File: config.mk
export PLATFORM = sky130hd
export DESIGN_NAME = multiword_add_seq
export DESIGN_NICKNAME = d
export VERILOG_FILES = /design/src/rtl/multiword_add_seq.sv
export SDC_FILE = /design/constraint.sdc
export NUM_CORES = 1
export LEC_CHECK = 0
export ABC_AREA = 1
export CORE_ASPECT_RATIO = 2
export CORE_MARGIN = 2
export CORE_UTILIZATION = 46
export DETAILED_ROUTE_END_ITERATION = 16
export PLACE_DENSITY = 0.81
export SYNTH_ARGS = -nofsm -noshare
export SYNTH_HDL_FRONTEND = slang
export SYNTH_HIERARCHICAL = 1
export SYNTH_SLANG_ARGS = --single-unit
File: constraint.sdc
create_clock -name clk -period 5.9 [get_ports clk]
set_input_delay 1.77 -clock clk [delete_from_list [all_inputs] [get_ports clk]]
set_output_delay 1.77 -clock clk [all_outputs]
set_load 0.05 [all_outputs]
File: src/rtl/multiword_add_seq.sv
// Multi-chunk adder: slices WORDS*WIDTH-bit operands into WIDTH-bit chunks and
// ripples the carry through a register, one chunk per cycle. MWA_SUB_EN adds a 'sub' input.
`ifndef WIDTH
`define WIDTH 8
`endif

module multiword_add_seq #(
   parameter int WIDTH = `WIDTH,
   parameter int WORDS = 4
) (
   input  logic                     clk,
   input  logic                     rst,
   input  logic                     in_valid,
   output logic                     in_ready,
`ifdef MWA_SUB_EN
   input  logic                     sub,
`endif
   input  logic [WIDTH*WORDS-1:0]   a,
   input  logic [WIDTH*WORDS-1:0]   b,
   output logic                     out_valid,
   input  logic                     out_ready,
   output logic [WIDTH*WORDS:0]     sum
);

   localparam int CW = $clog2(WORDS) + 1;

   typedef enum logic [1:0] {IDLE, RUN, DONE} state_t;

   state_t                   state;
   logic [WIDTH*WORDS-1:0]   a_reg;
   logic [WIDTH*WORDS-1:0]   b_reg;
   logic [WIDTH*WORDS:0]     sum_reg;
   logic                     carry;
   logic [CW-1:0]            cnt;

   logic [WIDTH-1:0]         x;
   logic [WIDTH-1:0]         y;
   logic [WIDTH-1:0]         p_lo;
   logic                     p_co;
   logic [WIDTH-1:0]         q_lo;
   logic                     q_co;
   logic                     next_carry;

   // Select the chunk addressed by the counter with constant-index slices
   always_comb begin
      x = '0;
      y = '0;
      for (int k = 0; k < WORDS; k++) begin
         if (cnt == CW'(k)) begin
            x = a_reg[k*WIDTH +: WIDTH];
            y = b_reg[k*WIDTH +: WIDTH];
         end
      end
   end

   adder_cra #(.WIDTH(WIDTH)) u_add_xy (
      .a    (x),
      .b    (y),
      .cin  (1'b0),
      .s    (p_lo),
      .cout (p_co)
   );

   adder_cra #(.WIDTH(WIDTH)) u_add_carry (
      .a    (p_lo),
      .b    ({WIDTH{1'b0}}),
      .cin  (carry),
      .s    (q_lo),
      .cout (q_co)
   );

   // p_co and q_co are mutually exclusive, so OR gives the chunk carry-out
   assign next_carry = p_co | q_co;
   assign sum        = sum_reg;

   always_ff @(posedge clk) begin
      if (rst) begin
         state     <= IDLE;
         in_ready  <= 1'b1;
         out_valid <= 1'b0;
         sum_reg   <= '0;
         carry     <= 1'b0;
         cnt       <= '0;
         a_reg     <= '0;
         b_reg     <= '0;
      end else begin
         case (state)
            IDLE: begin
               if (in_valid && in_ready) begin
                  a_reg    <= a;
`ifdef MWA_SUB_EN
                  b_reg    <= sub ? ~b : b;
                  carry    <= sub;
`else
                  b_reg    <= b;
                  carry    <= 1'b0;
`endif
                  cnt      <= '0;
                  in_ready <= 1'b0;
                  state    <= RUN;
               end
            end
            RUN: begin
               for (int k = 0; k < WORDS; k++) begin
                  if (cnt == CW'(k)) sum_reg[k*WIDTH +: WIDTH] <= q_lo;
               end
               carry <= next_carry;
               cnt   <= cnt + 1'b1;
               if (cnt == CW'(WORDS - 1)) begin
                  sum_reg[WIDTH*WORDS] <= next_carry;
                  out_valid            <= 1'b1;
                  state                <= DONE;
               end
            end
            DONE: begin
               if (out_ready) begin
                  out_valid <= 1'b0;
                  in_ready  <= 1'b1;
                  state     <= IDLE;
               end
            end
            default: begin
               state     <= IDLE;
               in_ready  <= 1'b1;
               out_valid <= 1'b0;
            end
         endcase
      end
   end

endmodule

// Plain ripple-carry adder used for each chunk step.
module adder_cra #(
   parameter int WIDTH = 8
) (
   input  logic [WIDTH-1:0] a,
   input  logic [WIDTH-1:0] b,
   input  logic             cin,
   output logic [WIDTH-1:0] s,
   output logic             cout
);

   logic [WIDTH:0] c;

   always_comb begin
      c    = '0;
      s    = '0;
      c[0] = cin;
      for (int i = 0; i < WIDTH; i++) begin
         s[i]   = a[i] ^ b[i] ^ c[i];
         c[i+1] = (a[i] & b[i]) | (c[i] & (a[i] ^ b[i]));
      end
      cout = c[WIDTH];
   end

endmodule

==> run metrics <==
outcome finished clean; Worst R2R Setup Slack 500 ps; fin crit period 5400 ps; # DRC 0; Post-Route WL 11,700 um; Pwr per Cell Area 307 nW/um^2; type of the worst setup path register to register; CP startpoint cnt[1]; hold_ws 476 ps; hold wc startpoint b_reg[22]; post-CTS setup buffer count 0; clock insertion delay at the later pin of the skew report 340 ps; hold buffers post-CTS 0; Max-Cap Viols 0; Net Sw Power 0.608 mW; Place WS 556 ps; Tcrit/Tclk final 91.5%; number of nets with antenna violations after routing 0; gp weighted congestion 0.894; post-synth cell types 19; # resized after CTS 0; worst flop-to-flop path startpoint cnt[1]; worst-margin pin slew 1150 ps; number of iterations in the first detailed-routing pass 4; die width 76.6 um; Root Buffer Master clkbuf_16; Setup crit start kind register; Ports 103; Max Clk Rate 0.185 GHz; power share of the clock group 31.9%; area grow syn2layout 29.7%; Critical Path Sink Type register; Crit Path Max Fanout 17; DR vias 4,489; FP Rows 53; Leak 2.68 nW; Non-Filler Instances 927; Hold WC Path Type register to register; fin util 60.3%; unrepaired setup endpoints after global routing no; Switching Fraction 31.6%; synth top area cells dfxtp_1, nor2_1, o21ai_0; reg-to-reg endpoint sum[15]; dpl cells 911; post-synthesis sequential area ratio 43.4%; CP max stage delay 520 ps; max-slew violations 0; Starting Density 46.5%; core area 10,400 um^2; first-pass GRT wire length 19,000 um; dpl hpwl 9040 um; cell at the slowest stage of the critical path fa_1; share of the synthesized area in the top cell type 43.4%; sequential group share of total power 41.9%; Most common cell on crit path fa_1; Clock Skew 7.72 ps; number of synthesized register bits 105; vias in the first global route 4,176; via density per instance 4.84; required time of the critical path 6130 ps; Fin. Hold Viols 0; Fin Setup TNS 0 ps; Max-slew headroom 23.1%; initial detailed-routing violation count 214; Worst Hold Path EP b_reg[22]; setup violators final 0; Avg Inst Size Synth 7.00 um^2; GRT Residual Overflow 0; Num CTS Buffers 9; PortBufs 102; CTS sink cnt 105; share of layout cells above drive strength 1 4.43%; Pint 1.32 mW; Ant. Diodes 0; initial antenna violation count 0; Comb power frac 26.2%; drt wl/cell 12.6 um; die area 11,400 um^2; Post-Synthesis Cells 692; H-tree depth 3; DIE HEIGHT 149 um; CTS tree built; Nets 874; final worst slack 500 ps; critical path arrival 5630 ps; max reg flops 33; warnings from Yosys 6; largest net degree at the start of global routing 99; FF-to-FF path depth 24; Hold Crit Depth 2; dominant cell type by area after synthesis dfxtp_1; cell area after synthesis 4840 um^2; CTS clk-pin slew, worst paths 60 ps; worst-path cell chain inv_1 -> ha_1 -> buf_4 -> nand3_1 -> nand3_1 -> nand2_1 -> nand2_1 -> fa_1 -> inv_1 -> fa_1 -> inv_1 -> fa_1 -> fa_1 -> fa_1 -> fa_1 -> fa_1 -> inv_1 -> fa_1 -> inv_1 -> inv_1 -> fa_1 -> inv_1 -> o21ai_0 -> nor2_1; GRT Overall Usage 21.0%; Longest Clk Path Bufs 2; worst vdd ir 0.171 mV
layout make-up:
type	count	area, um^2
fillers	1005	4130
repair buffers	110	1080
multi-input cells	489	2350
inverters	70	263
clock inverters	5	61.3
clock buffers	11	253
well taps	137	171
flip-flops and latches	105	2100
stage by stage:
step	power, mW	instance area, um^2
3_5_place_dp	1.33	5970
4_1_cts	1.93	6280
3_3_place_gp	1.31	5970
5_1_grt	2.02	6280
6_report	1.93	6280
2_1_floorplan	1.14	4870
worst max-delay path, delay by kind of cell (launching register included):
family	cells	cell delay [ps]
buf+inv	8	680
simple gates	5	370
fa+ha+maj	10	3660
compound gates	1	190
flops	1	390
cells in the mapped netlist (all sizes together):
cell type  instances
a21oi              7
buf               16
clkbuf            20
conb               1
dfxtp            105
fa                16
ha                 5
inv               70
nand2             84
nand3             35
nor2             216
o21ai            116
or2                1
layout by cell type, fill, tap and decap left out, drive strengths merged:
master / instances
bufinv: 1
o21ai: 116
fa: 16
inv: 71
clkinv: 3
or2: 1
dfxtp: 105
a21oi: 7
nand3: 35
nor2: 216
nand2: 84
conb: 9
clkdlybuf4s50: 102
clkbuf: 11
buf: 8
ha: 5
routing by layer:
layer	GRT usage, %	vias to the layer above	share of wire (%)
met5	0	-	0
met4	9.64	0	3.4
met3	2.97	22	3.0
met2	40.8	107	56
met1	21.7	2035	38
li1	-	2325	-
kinds of logic after synthesis:
logic type | after synthesis | synth area share [%]
AO/OA/AOI/OAI | 123 | 12.7
AND/OR/NAND/NOR | 336 | 27.2
flip-flops | 105 | 43.4
adder cells (fa/ha/maj) | 21 | 7.90
other | 1 | 0.0774
buffers and inverters | 106 | 8.71
power by group through the flow:
| stage | Combinational (mW) | Sequential, mW | Clock, mW |
|---|---|---|---|
| 2_1_floorplan | 0.289 | 0.852 | 0 |
| 6_report | 0.504 | 0.806 | 0.615 |
| 3_3_place_gp | 0.490 | 0.821 | 0 |
| 5_1_grt | 0.557 | 0.814 | 0.654 |
| 3_5_place_dp | 0.502 | 0.823 | 0 |
| 4_1_cts | 0.505 | 0.807 | 0.622 |
worst max path at each step:
| stage | endpoint | depth (start not counted) |
|---|---|---|
| after CTS | sum[15] | 24 |
| after floorplan | sum[7] | 27 |
| after global routing | sum[23] | 22 |
| after detailed placement | sum[15] | 24 |
| after global placement | sum[15] | 24 |
| final | sum[15] | 24 |
No activity file was read; power rests on OpenSTA's default activity.
